<file path="src/rtl/axi_read_master.sv">
// AXI3 read-channel initiator: validates one user command, issues it on AR,
// and streams the R beats to the user through a 2-entry buffer.
module axi_read_master #(
    parameter int TXID = 4,
    parameter int ADDR = 32,
    parameter int DATA = 32
) (
    input  logic            aclk,
    input  logic            areset,
    input  logic            cmd_valid,
    output logic            cmd_ready,
    input  logic [TXID-1:0] cmd_id,
    input  logic [ADDR-1:0] cmd_addr,
    input  logic [3:0]      cmd_len,
    input  logic [2:0]      cmd_size,
    input  logic [1:0]      cmd_burst,
    output logic            cmd_err,
    output logic [TXID-1:0] arid,
    output logic [ADDR-1:0] araddr,
    output logic [3:0]      arlen,
    output logic [2:0]      arsize,
    output logic [1:0]      arburst,
    output logic [1:0]      arlock,
    output logic [3:0]      arcache,
    output logic [2:0]      arprot,
    output logic            arvalid,
    input  logic            arready,
    input  logic [TXID-1:0] rid,
    input  logic [DATA-1:0] rdata,
    input  logic [1:0]      rresp,
    input  logic            rlast,
    input  logic            rvalid,
    output logic            rready,
    output logic            dout_valid,
    input  logic            dout_ready,
    output logic [DATA-1:0] dout_data,
    output logic [1:0]      dout_resp,
    output logic            dout_last,
    output logic            done,
    output logic            id_err,
    output logic            last_err,
    output logic            resp_err
);

    localparam int         MAX_SIZE   = $clog2(DATA / 8);
    localparam logic [2:0] MAX_SIZE_L = 3'(MAX_SIZE);
    localparam int         EW         = DATA + 3;

    typedef enum logic [1:0] {
        S_IDLE,
        S_ADDR,
        S_DATA
    } state_t;

    state_t          state_q, state_d;
    logic [TXID-1:0] arid_q, arid_d;
    logic [ADDR-1:0] araddr_q, araddr_d;
    logic [3:0]      arlen_q, arlen_d;
    logic [2:0]      arsize_q, arsize_d;
    logic [1:0]      arburst_q, arburst_d;
    logic [3:0]      beat_q, beat_d;
    logic            cmd_err_q, cmd_err_d;
    logic            done_q, done_d;
    logic            id_err_q, id_err_d;
    logic            last_err_q, last_err_d;
    logic            resp_err_q, resp_err_d;

    logic            wptr_q, wptr_d;
    logic            rptr_q, rptr_d;
    logic [1:0]      cnt_q, cnt_d;
    logic [EW-1:0]   mem_q [2];

    logic [ADDR-1:0] align_mask;
    logic            wrap_len_ok;
    logic            cmd_bad;
    logic            fifo_full;
    logic            r_fire;
    logic            pop;
    logic            beat_is_last;
    logic            r_final;

    always_comb begin
        align_mask  = (ADDR'(1) << cmd_size) - ADDR'(1);
        wrap_len_ok = (cmd_len == 4'd1) || (cmd_len == 4'd3) ||
                      (cmd_len == 4'd7) || (cmd_len == 4'd15);
        cmd_bad     = (cmd_burst == 2'b11) || (cmd_size > MAX_SIZE_L) ||
                      ((cmd_burst == 2'b10) &&
                       (!wrap_len_ok || ((cmd_addr & align_mask) != '0)));
    end

    assign cmd_ready    = (state_q == S_IDLE);
    assign arvalid      = (state_q == S_ADDR);
    assign fifo_full    = (cnt_q == 2'd2);
    // rready looks at current occupancy only, so a simultaneous pop does not reopen it
    assign rready       = (state_q == S_DATA) && !fifo_full;
    assign r_fire       = rvalid && rready;
    assign dout_valid   = (cnt_q != 2'd0);
    assign pop          = dout_valid && dout_ready;
    assign beat_is_last = (beat_q == arlen_q);
    assign r_final      = rlast || beat_is_last;

    assign arid     = arid_q;
    assign araddr   = araddr_q;
    assign arlen    = arlen_q;
    assign arsize   = arsize_q;
    assign arburst  = arburst_q;
    assign arlock   = 2'b00;
    assign arcache  = 4'b0000;
    assign arprot   = 3'b000;
    assign cmd_err  = cmd_err_q;
    assign done     = done_q;
    assign id_err   = id_err_q;
    assign last_err = last_err_q;
    assign resp_err = resp_err_q;

    assign {dout_data, dout_resp, dout_last} = mem_q[rptr_q];

    always_comb begin
        state_d    = state_q;
        arid_d     = arid_q;
        araddr_d   = araddr_q;
        arlen_d    = arlen_q;
        arsize_d   = arsize_q;
        arburst_d  = arburst_q;
        beat_d     = beat_q;
        cmd_err_d  = 1'b0;
        done_d     = 1'b0;
        id_err_d   = id_err_q;
        last_err_d = last_err_q;
        resp_err_d = resp_err_q;
        case (state_q)
            S_IDLE: begin
                if (cmd_valid) begin
                    if (cmd_bad) begin
                        cmd_err_d = 1'b1;
                    end else begin
                        arid_d     = cmd_id;
                        araddr_d   = cmd_addr;
                        arlen_d    = cmd_len;
                        arsize_d   = cmd_size;
                        arburst_d  = cmd_burst;
                        id_err_d   = 1'b0;
                        last_err_d = 1'b0;
                        resp_err_d = 1'b0;
                        state_d    = S_ADDR;
                    end
                end
            end
            S_ADDR: begin
                if (arready) begin
                    beat_d  = 4'd0;
                    state_d = S_DATA;
                end
            end
            S_DATA: begin
                if (r_fire) begin
                    beat_d = beat_q + 4'd1;
                    if (rid != arid_q)         id_err_d   = 1'b1;
                    if (rlast != beat_is_last) last_err_d = 1'b1;
                    if (rresp != 2'b00)        resp_err_d = 1'b1;
                    if (r_final) begin
                        done_d  = 1'b1;
                        state_d = S_IDLE;
                    end
                end
            end
            default: state_d = S_IDLE;
        endcase
    end

    always_comb begin
        wptr_d = wptr_q ^ r_fire;
        rptr_d = rptr_q ^ pop;
        case ({r_fire, pop})
            2'b10:   cnt_d = cnt_q + 2'd1;
            2'b01:   cnt_d = cnt_q - 2'd1;
            default: cnt_d = cnt_q;
        endcase
    end

    always_ff @(posedge aclk) begin
        if (areset) begin
            state_q    <= S_IDLE;
            arid_q     <= '0;
            araddr_q   <= '0;
            arlen_q    <= '0;
            arsize_q   <= '0;
            arburst_q  <= '0;
            beat_q     <= '0;
            cmd_err_q  <= 1'b0;
            done_q     <= 1'b0;
            id_err_q   <= 1'b0;
            last_err_q <= 1'b0;
            resp_err_q <= 1'b0;
            wptr_q     <= 1'b0;
            rptr_q     <= 1'b0;
            cnt_q      <= 2'd0;
        end else begin
            state_q    <= state_d;
            arid_q     <= arid_d;
            araddr_q   <= araddr_d;
            arlen_q    <= arlen_d;
            arsize_q   <= arsize_d;
            arburst_q  <= arburst_d;
            beat_q     <= beat_d;
            cmd_err_q  <= cmd_err_d;
            done_q     <= done_d;
            id_err_q   <= id_err_d;
            last_err_q <= last_err_d;
            resp_err_q <= resp_err_d;
            wptr_q     <= wptr_d;
            rptr_q     <= rptr_d;
            cnt_q      <= cnt_d;
        end
    end

    // Buffer storage carries no reset; occupancy alone decides validity.
    always_ff @(posedge aclk) begin
        if (r_fire) begin
            mem_q[wptr_q] <= {rdata, rresp, r_final};
        end
    end

endmodule

</file>
<file path="config.mk">
export PLATFORM = sky130hd
export DESIGN_NAME = axi_read_master
export DESIGN_NICKNAME = d
export VERILOG_FILES = /design/src/rtl/axi_read_master.sv
export SDC_FILE = /design/constraint.sdc
export NUM_CORES = 1
export LEC_CHECK = 0
export BUFFER_PORTS_ARGS = -buffer_cell sky130_fd_sc_hd__buf_2
export CORE_MARGIN = 4
export CORE_UTILIZATION = 45
export CTS_CLUSTER_DIAMETER = 60
export DETAILED_ROUTE_END_ITERATION = 12
export GPL_TIMING_DRIVEN = 0
export PLACE_DENSITY = 0.76
export SLEW_MARGIN = 20
export SYNTH_ARGS = -nofsm -noshare
export SYNTH_HDL_FRONTEND = slang
export SYNTH_SLANG_ARGS = --single-unit
</file>
<file path="constraint.sdc">
create_clock -name aclk -period 2.5 [get_ports aclk]
set_clock_uncertainty 0.1 [all_clocks]
set_input_delay 0.125 -clock aclk [delete_from_list [all_inputs] [get_ports aclk]]
set_output_delay 0.125 -clock aclk [all_outputs]
set_load 0.1 [all_outputs]
</file>
==> results of run 1 <==
[power groups by stage]
stage | Combinational (mW) | Clock [mW] | Sequential, mW
global placement | 0.664 | 0 | 2.35
CTS | 0.779 | 2.42 | 2.30
floorplan | 0.333 | 0 | 2.53
global route | 0.832 | 2.52 | 2.31
finish | 0.790 | 2.37 | 2.30
detailed placement | 0.677 | 0 | 2.35
[area by class of cell]
class | instances | area (um^2)
plain buffers | 29 | 206.4
clock inverters | 13 | 136.4
clock buffers | 19 | 432.9
fillers | 820 | 3572
inverters | 7 | 26.28
repair buffers | 268 | 1812
well taps | 143 | 178.9
flip-flops and latches | 130 | 3303
multi-input cells | 257 | 1994
[routing by layer]
metal  vias up  share of wire, %  GRT usage [%]
met5         -                 0              0
met4         0               1.7          6.667
met3        14               7.5          7.307
met2       164                49          35.94
met1      2007                41          23.32
li1       2016                 -              -
[cell families (layout without fill, tap and decap cells)]
family	after synthesis	count (layout)	synth area share [%]
buffers and inverters	37	336	4.260
adders and majority gates	6	6	1.374
DFF	130	130	60.47
AOI/OAI and AO/OA	18	18	2.084
other	1	9	0.06865
xor gates and xnor gates	14	14	2.245
and+or+nand+nor	129	129	13.83
muxes	81	81	15.67
[synth_stat cells]
cell type	count	area share, %
conb_1	1	0.069
nor2b_1	2	0.23
inv_1	7	0.48
nand4_1	1	0.11
o2111ai_1	1	0.16
nor4_1	1	0.11
buf_4	12	1.6
edfxtp_1	70	38
nand3_1	3	0.27
clkbuf_1	13	0.89
o32ai_1	1	0.16
o21ai_0	3	0.27
nor3_1	5	0.46
buf_1	2	0.14
dfxtp_1	60	22
xor2_1	5	0.80
ha_1	6	1.4
nor2_1	12	0.82
a21boi_0	1	0.14
nand2b_1	93	11
a21oi_1	8	0.73
and2_1	3	0.34
or2_2	1	0.11
o31ai_1	2	0.27
nor3b_1	1	0.14
a31oi_1	1	0.11
mux2_2	36	7.4
buf_12	3	1.1
o31ai_2	1	0.23
and3_1	1	0.11
mux2i_1	45	8.2
xnor2_1	9	1.4
or3_1	1	0.11
nand2_1	5	0.34
[sequential cells by signal (all words and copies together), names as in the netlist]
signal / count
id_err: 1
resp_err: 1
araddr: 32
wptr_q: 1
arburst: 2
last_err: 1
beat_q: 4
rptr_q: 1
done: 1
state_q: 2
arlen: 4
arsize: 3
mem_q: 70
cnt_q: 2
arid: 4
cmd_err: 1
[final timing paths]
kind                            cells past startpoint        start  slack [ns]            to
worst max-delay path                               14  cmd_size[1]         0.1    araddr[15]
worst min register to register                      2   araddr[17]        0.37    araddr[17]
worst min-delay path                                4   dout_ready        0.02        rptr_q
worst max register to register                      5   state_q[1]        0.19  mem_q[1][29]
[critical path, stage by stage]
cell and delay, ns:
dlygate4sd3_1 0.54, buf_2 0.15, nand3_1 0.12, inv_1 0.05, ha_1 0.26, nand2b_1 0.12, o2111ai_1 0.14, o31ai_2 0.20
buf_4 0.16, and3_1 0.15, buf_4 0.13, buf_12 0.13, buf_12 0.14, mux2i_1 0.20
[repair_timing]
item,4_1_cts,5_1_grt
hold buffers,81,0
setup buffers,0,8
endpoints found under the setup margin,99,103
resized for setup,6,1
endpoints found under the hold margin,116,0
cloned,0,0
pin swaps,0,1
[through the flow]
step	util (%)	total power, mW	cell area (um^2)
after floorplan	-	2.859	5498
after global placement	56.27	3.010	6563
after detailed placement	56.79	3.023	6623
after CTS	68.87	5.499	8031
after global routing	69.37	5.659	8090
final	69.37	5.467	8090
==> impl_metrics.tcl, run 1 <==
set metrics [dict create \
    min_period_ns 2.405 \
    finalHoldViolations 0 \
    grt_pass1_vias 4675 \
    worstPathMaxFanout 10 \
    crit_required_ns 2.74 \
    drive_gt1_share_pct 38.31 \
    place_congestion 0.8010 \
    seqPwrFrac_pct 42.1 \
    p_sw_mw 1.446 \
    fin_nets 806 \
    post_drt_via_cell_ratio 4.851 \
    layout_commonest_cell "buf_2" \
    finalCritPeriodShare_pct 96.20 \
    setup-violations-final 0 \
    comb_power_share_pct 14.4 \
    peakVddDrop_mv 0.3347 \
    die_x_um 118.2 \
    numPortBuffers 177 \
    synth_cell_type_count 34 \
    slew_viol_final 0 \
    final_cells 866 \
    start_kind "input pin" \
    setup_slack_ns 0.09500 \
    grt_usage_pct 20.49 \
    fp.dieArea_um2 13970 \
    ctsRootBufferMaster "clkbuf_16" \
    row_count 39 \
    tritoncts "done" \
    pre_cts_slack_ns -0.1937 \
    drv_cap 0 \
    ant_nets 0 \
    vias 4201 \
    whs_ns 0.01779 \
    internal_power_mw 4.020 \
    hold_path_class "input pin to flop" \
    io_pins 188 \
    firstDrtPassIters 4 \
    cts-buffers-inserted 17 \
    die_h_um 118.2 \
    wirelength_um 13910 \
    gr-total-overflow 0 \
    drtIter0Drc 235 \
    worstSetupEndpointType "flop" \
    cts.htree.levels 4 \
    area_growth_pct 48.10 \
    clk_latency_ns 0.41 \
    ys_warn_count 0 \
    timing.fmax_ghz 0.4158 \
    criticalPathCategory "input pin to flop" \
    synthCells 416 \
    p_leak_nw 3.353 \
    cp_data_arrival_time_ns 2.64 \
    antenna_found_initial 0 \
    wl_per_cell_um 16.07 \
    cts_buffer_depth 2 \
    final_cell_mix "buf_2, nand2b_1, dlygate4sd3_1" \
    synth_seq_cells 130 \
    grt_pass1_wl_um 22960 \
    power.share.clock_pct 43.4 \
    dp_cells 746 \
    start_util_pct 46.84 \
    drc 0 \
    status "finished clean" \
    cellPowerDensity_nw_per_um2 675.7 \
    slew_headroom_pct 65.28 \
    tightest_slew_ns 0.5245 \
    fin_tns_setup_ns 0 \
    n_antenna_cell 0 \
    cts_sinks 130 \
    grt_max_degree 20 \
    core_area_um2 11660 \
    syn_avg_cell_area_um2 13.13 \
    syn_area_um2 5463 \
    hpwl_um 9320 \
    clkSlewWorstSetupHoldPaths_ns 0.06 \
    seq_area_frac_synth_pct 60.47 \
    switching_share_pct 26.46 \
]
Power figures use the tool's default switching activity.
==> run 2: changes to the inputs <==
--- a/config.mk
+++ b/config.mk
@@ -6,11 +6,12 @@
 export NUM_CORES = 1
 export LEC_CHECK = 0
 export BUFFER_PORTS_ARGS = -buffer_cell sky130_fd_sc_hd__buf_2
-export CORE_MARGIN = 4
+export CORE_MARGIN = 2
 export CORE_UTILIZATION = 45
 export CTS_CLUSTER_DIAMETER = 60
 export DETAILED_ROUTE_END_ITERATION = 12
 export GPL_TIMING_DRIVEN = 0
+export HOLD_SLACK_MARGIN = 0.05
 export PLACE_DENSITY = 0.76
 export SLEW_MARGIN = 20
 export SYNTH_ARGS = -nofsm -noshare
==> constraint.sdc (replaced) <==
create_clock -name aclk -period 2.5 [get_ports aclk]
set_clock_uncertainty 0.1 [all_clocks]
set_input_delay 0.25 -clock aclk [delete_from_list [all_inputs] [get_ports aclk]]
set_output_delay 0.25 -clock aclk [all_outputs]
set_load 0.1 [all_outputs]
==> run 2 against run 1 <==
Against the previous run: wire length decreased by 4.2%; cell area decreased by 1.4%; total power decreased by 0.69%; sequential cell count unchanged; final cell count decreased by 0.69%; sequential share of layout area increased by 0.59 points; clock power about the same; largest cell class unchanged; sequential power about the same; combinational power decreased by 2%; via count decreased by 0.93%.
==> impl_metrics.tcl, run 2 (synthesized netlist as in run 1, its figures left out) <==
set metrics [dict create \
    area_growth_pct 45.99 \
    tritoncts "done" \
    pre_cts_slack_ns 0.03103 \
    vias 4162 \
    grt_usage_pct 21.14 \
    io_pins 188 \
    row_count 40 \
    comb_power_share_pct 14.3 \
    ant_nets 0 \
    grt_pass1_vias 4436 \
    multiInputGateArea_um2 1972 \
    core_area_um2 11910 \
    criticalPathCategory "input pin to flop" \
    rsz0062_at_grt "false" \
    p_leak_nw 3.286 \
    grt_max_degree 31 \
    dp_cells 750 \
    switching_share_pct 26.27 \
    die_x_um 114.2 \
    setup-violations-final 0 \
    worstSetupEndpointType "flop" \
    regMostFlops "mem_q" \
    drtIter0Drc 245 \
    crit_required_ns 2.73 \
    tightest_slew_ns 0.5301 \
    post_drt_via_cell_ratio 4.840 \
    fill_cells 861 \
    hold_path_class "input pin to flop" \
    cp_data_arrival_time_ns 2.60 \
    drv_cap 0 \
    power.share.clock_pct 43.3 \
    worstPathMaxFanout 10 \
    clkSlewWorstSetupHoldPaths_ns 0.06 \
    fin_tns_setup_ns 0 \
    final_cells 860 \
    setup_slack_ns 0.1258 \
    firstDrtPassIters 4 \
    status "finished clean" \
    layout_commonest_cell "buf_2" \
    drive_gt1_share_pct 37.59 \
    fp.dieArea_um2 13040 \
    cts.htree.levels 4 \
    hpwl_um 8791 \
    ctsRootBufferMaster "clkbuf_16" \
    register_area_um2 3303 \
    p_sw_mw 1.426 \
    fin_nets 796 \
    slew_viol_final 0 \
    finalCritPeriodShare_pct 94.97 \
    finalHoldViolations 0 \
    seqPwrFrac_pct 42.4 \
    fin_util_pct 66.95 \
    timing.fmax_ghz 0.4212 \
    min_period_ns 2.374 \
    peakVddDrop_mv 0.3378 \
    cts_buffer_depth 2 \
    start_kind "input pin" \
    start_util_pct 45.86 \
    wl_per_cell_um 15.50 \
    place_congestion 0.8122 \
    numPortBuffers 177 \
    cellPowerDensity_nw_per_um2 680.8 \
    clk_latency_ns 0.41 \
    largest_reg_flops 70 \
    n_antenna_cell 0 \
    wirelength_um 13330 \
    gr-total-overflow 0 \
    slew_headroom_pct 64.90 \
    drc 0 \
    final_cell_mix "buf_2, nand2b_1, dlygate4sd3_1" \
    die_h_um 114.2 \
    grt_pass1_wl_um 21350 \
    cts-buffers-inserted 17 \
    antenna_found_initial 0 \
    cts_sinks 130 \
    internal_power_mw 4.003 \
]
run 2: per-layer routing:
layer	global-route usage [%]	wire [um]	part of all wire, %
met1	24.16	5387	40
met2	36.98	6711	50
met3	6.776	1028	7.7
met4	7.967	201	1.5
met5	0	0	0
run 2: through the flow:
stage / area, um^2 / power [mW] / hold slack (ns)
after CTS: 7974 / 5.470 / 0.1015
after detailed placement: 6613 / 3.019 / 0.3410
after global routing: 7975 / 5.621 / 0.09786
final: 7975 / 5.429 / 0.09710
after global placement: 6568 / 3.006 / 0.3394
after floorplan: 5498 / 2.859 / 0.2489
run 2: what timing repair did:
| action | in CTS | in global routing |
|---|---|---|
| endpoints found under the setup margin | 29 | 89 |
| hold buffers | 79 | 0 |
| cloned | 0 | 0 |
| pin swaps | 0 | 0 |
| gates resized for setup | 3 | 1 |
| buffers inserted | 0 | 0 |
| endpoints found under the hold margin | 113 | 0 |
run 2: final timing paths:
| check | startpoint | endpoint | slack [ns] | cells past startpoint |
|---|---|---|---|---|
| setup reg to reg | state_q[1] | mem_q[0][5] | 0.22 | 5 |
| setup / recovery | cmd_addr[15] | araddr[9] | 0.13 | 10 |
| hold / removal | rvalid | done | 0.1 | 3 |
| hold reg to reg | araddr[4] | araddr[4] | 0.37 | 2 |
run 2: power groups by stage:
stage | clock, mW | combinational [mW] | sequential [mW]
global route | 2.50 | 0.816 | 2.31
global placement | 0 | 0.661 | 2.35
floorplan | 0 | 0.333 | 2.53
finish | 2.35 | 0.774 | 2.30
CTS | 2.40 | 0.771 | 2.30
detailed placement | 0 | 0.673 | 2.35
run 2: worst max-delay path, cell delays in order:
cell and delay [ns]:
dlygate4sd3_1 0.53, buf_2 0.14, o31ai_1 0.28, nand2_1 0.12
o31ai_2 0.40, and3_1 0.23, buf_4 0.14, buf_12 0.14
buf_12 0.15, mux2i_1 0.21
run 2: area by class of cell:
type,count,share of cell area (%)
sequential,130,41.42
multi-input combinational,257,24.73
timing repair buffer,258,21.52
clock buffer,18,5.381
buffer,29,2.589
tap,147,2.306
clock inverter,14,1.726
inverter,7,0.3295
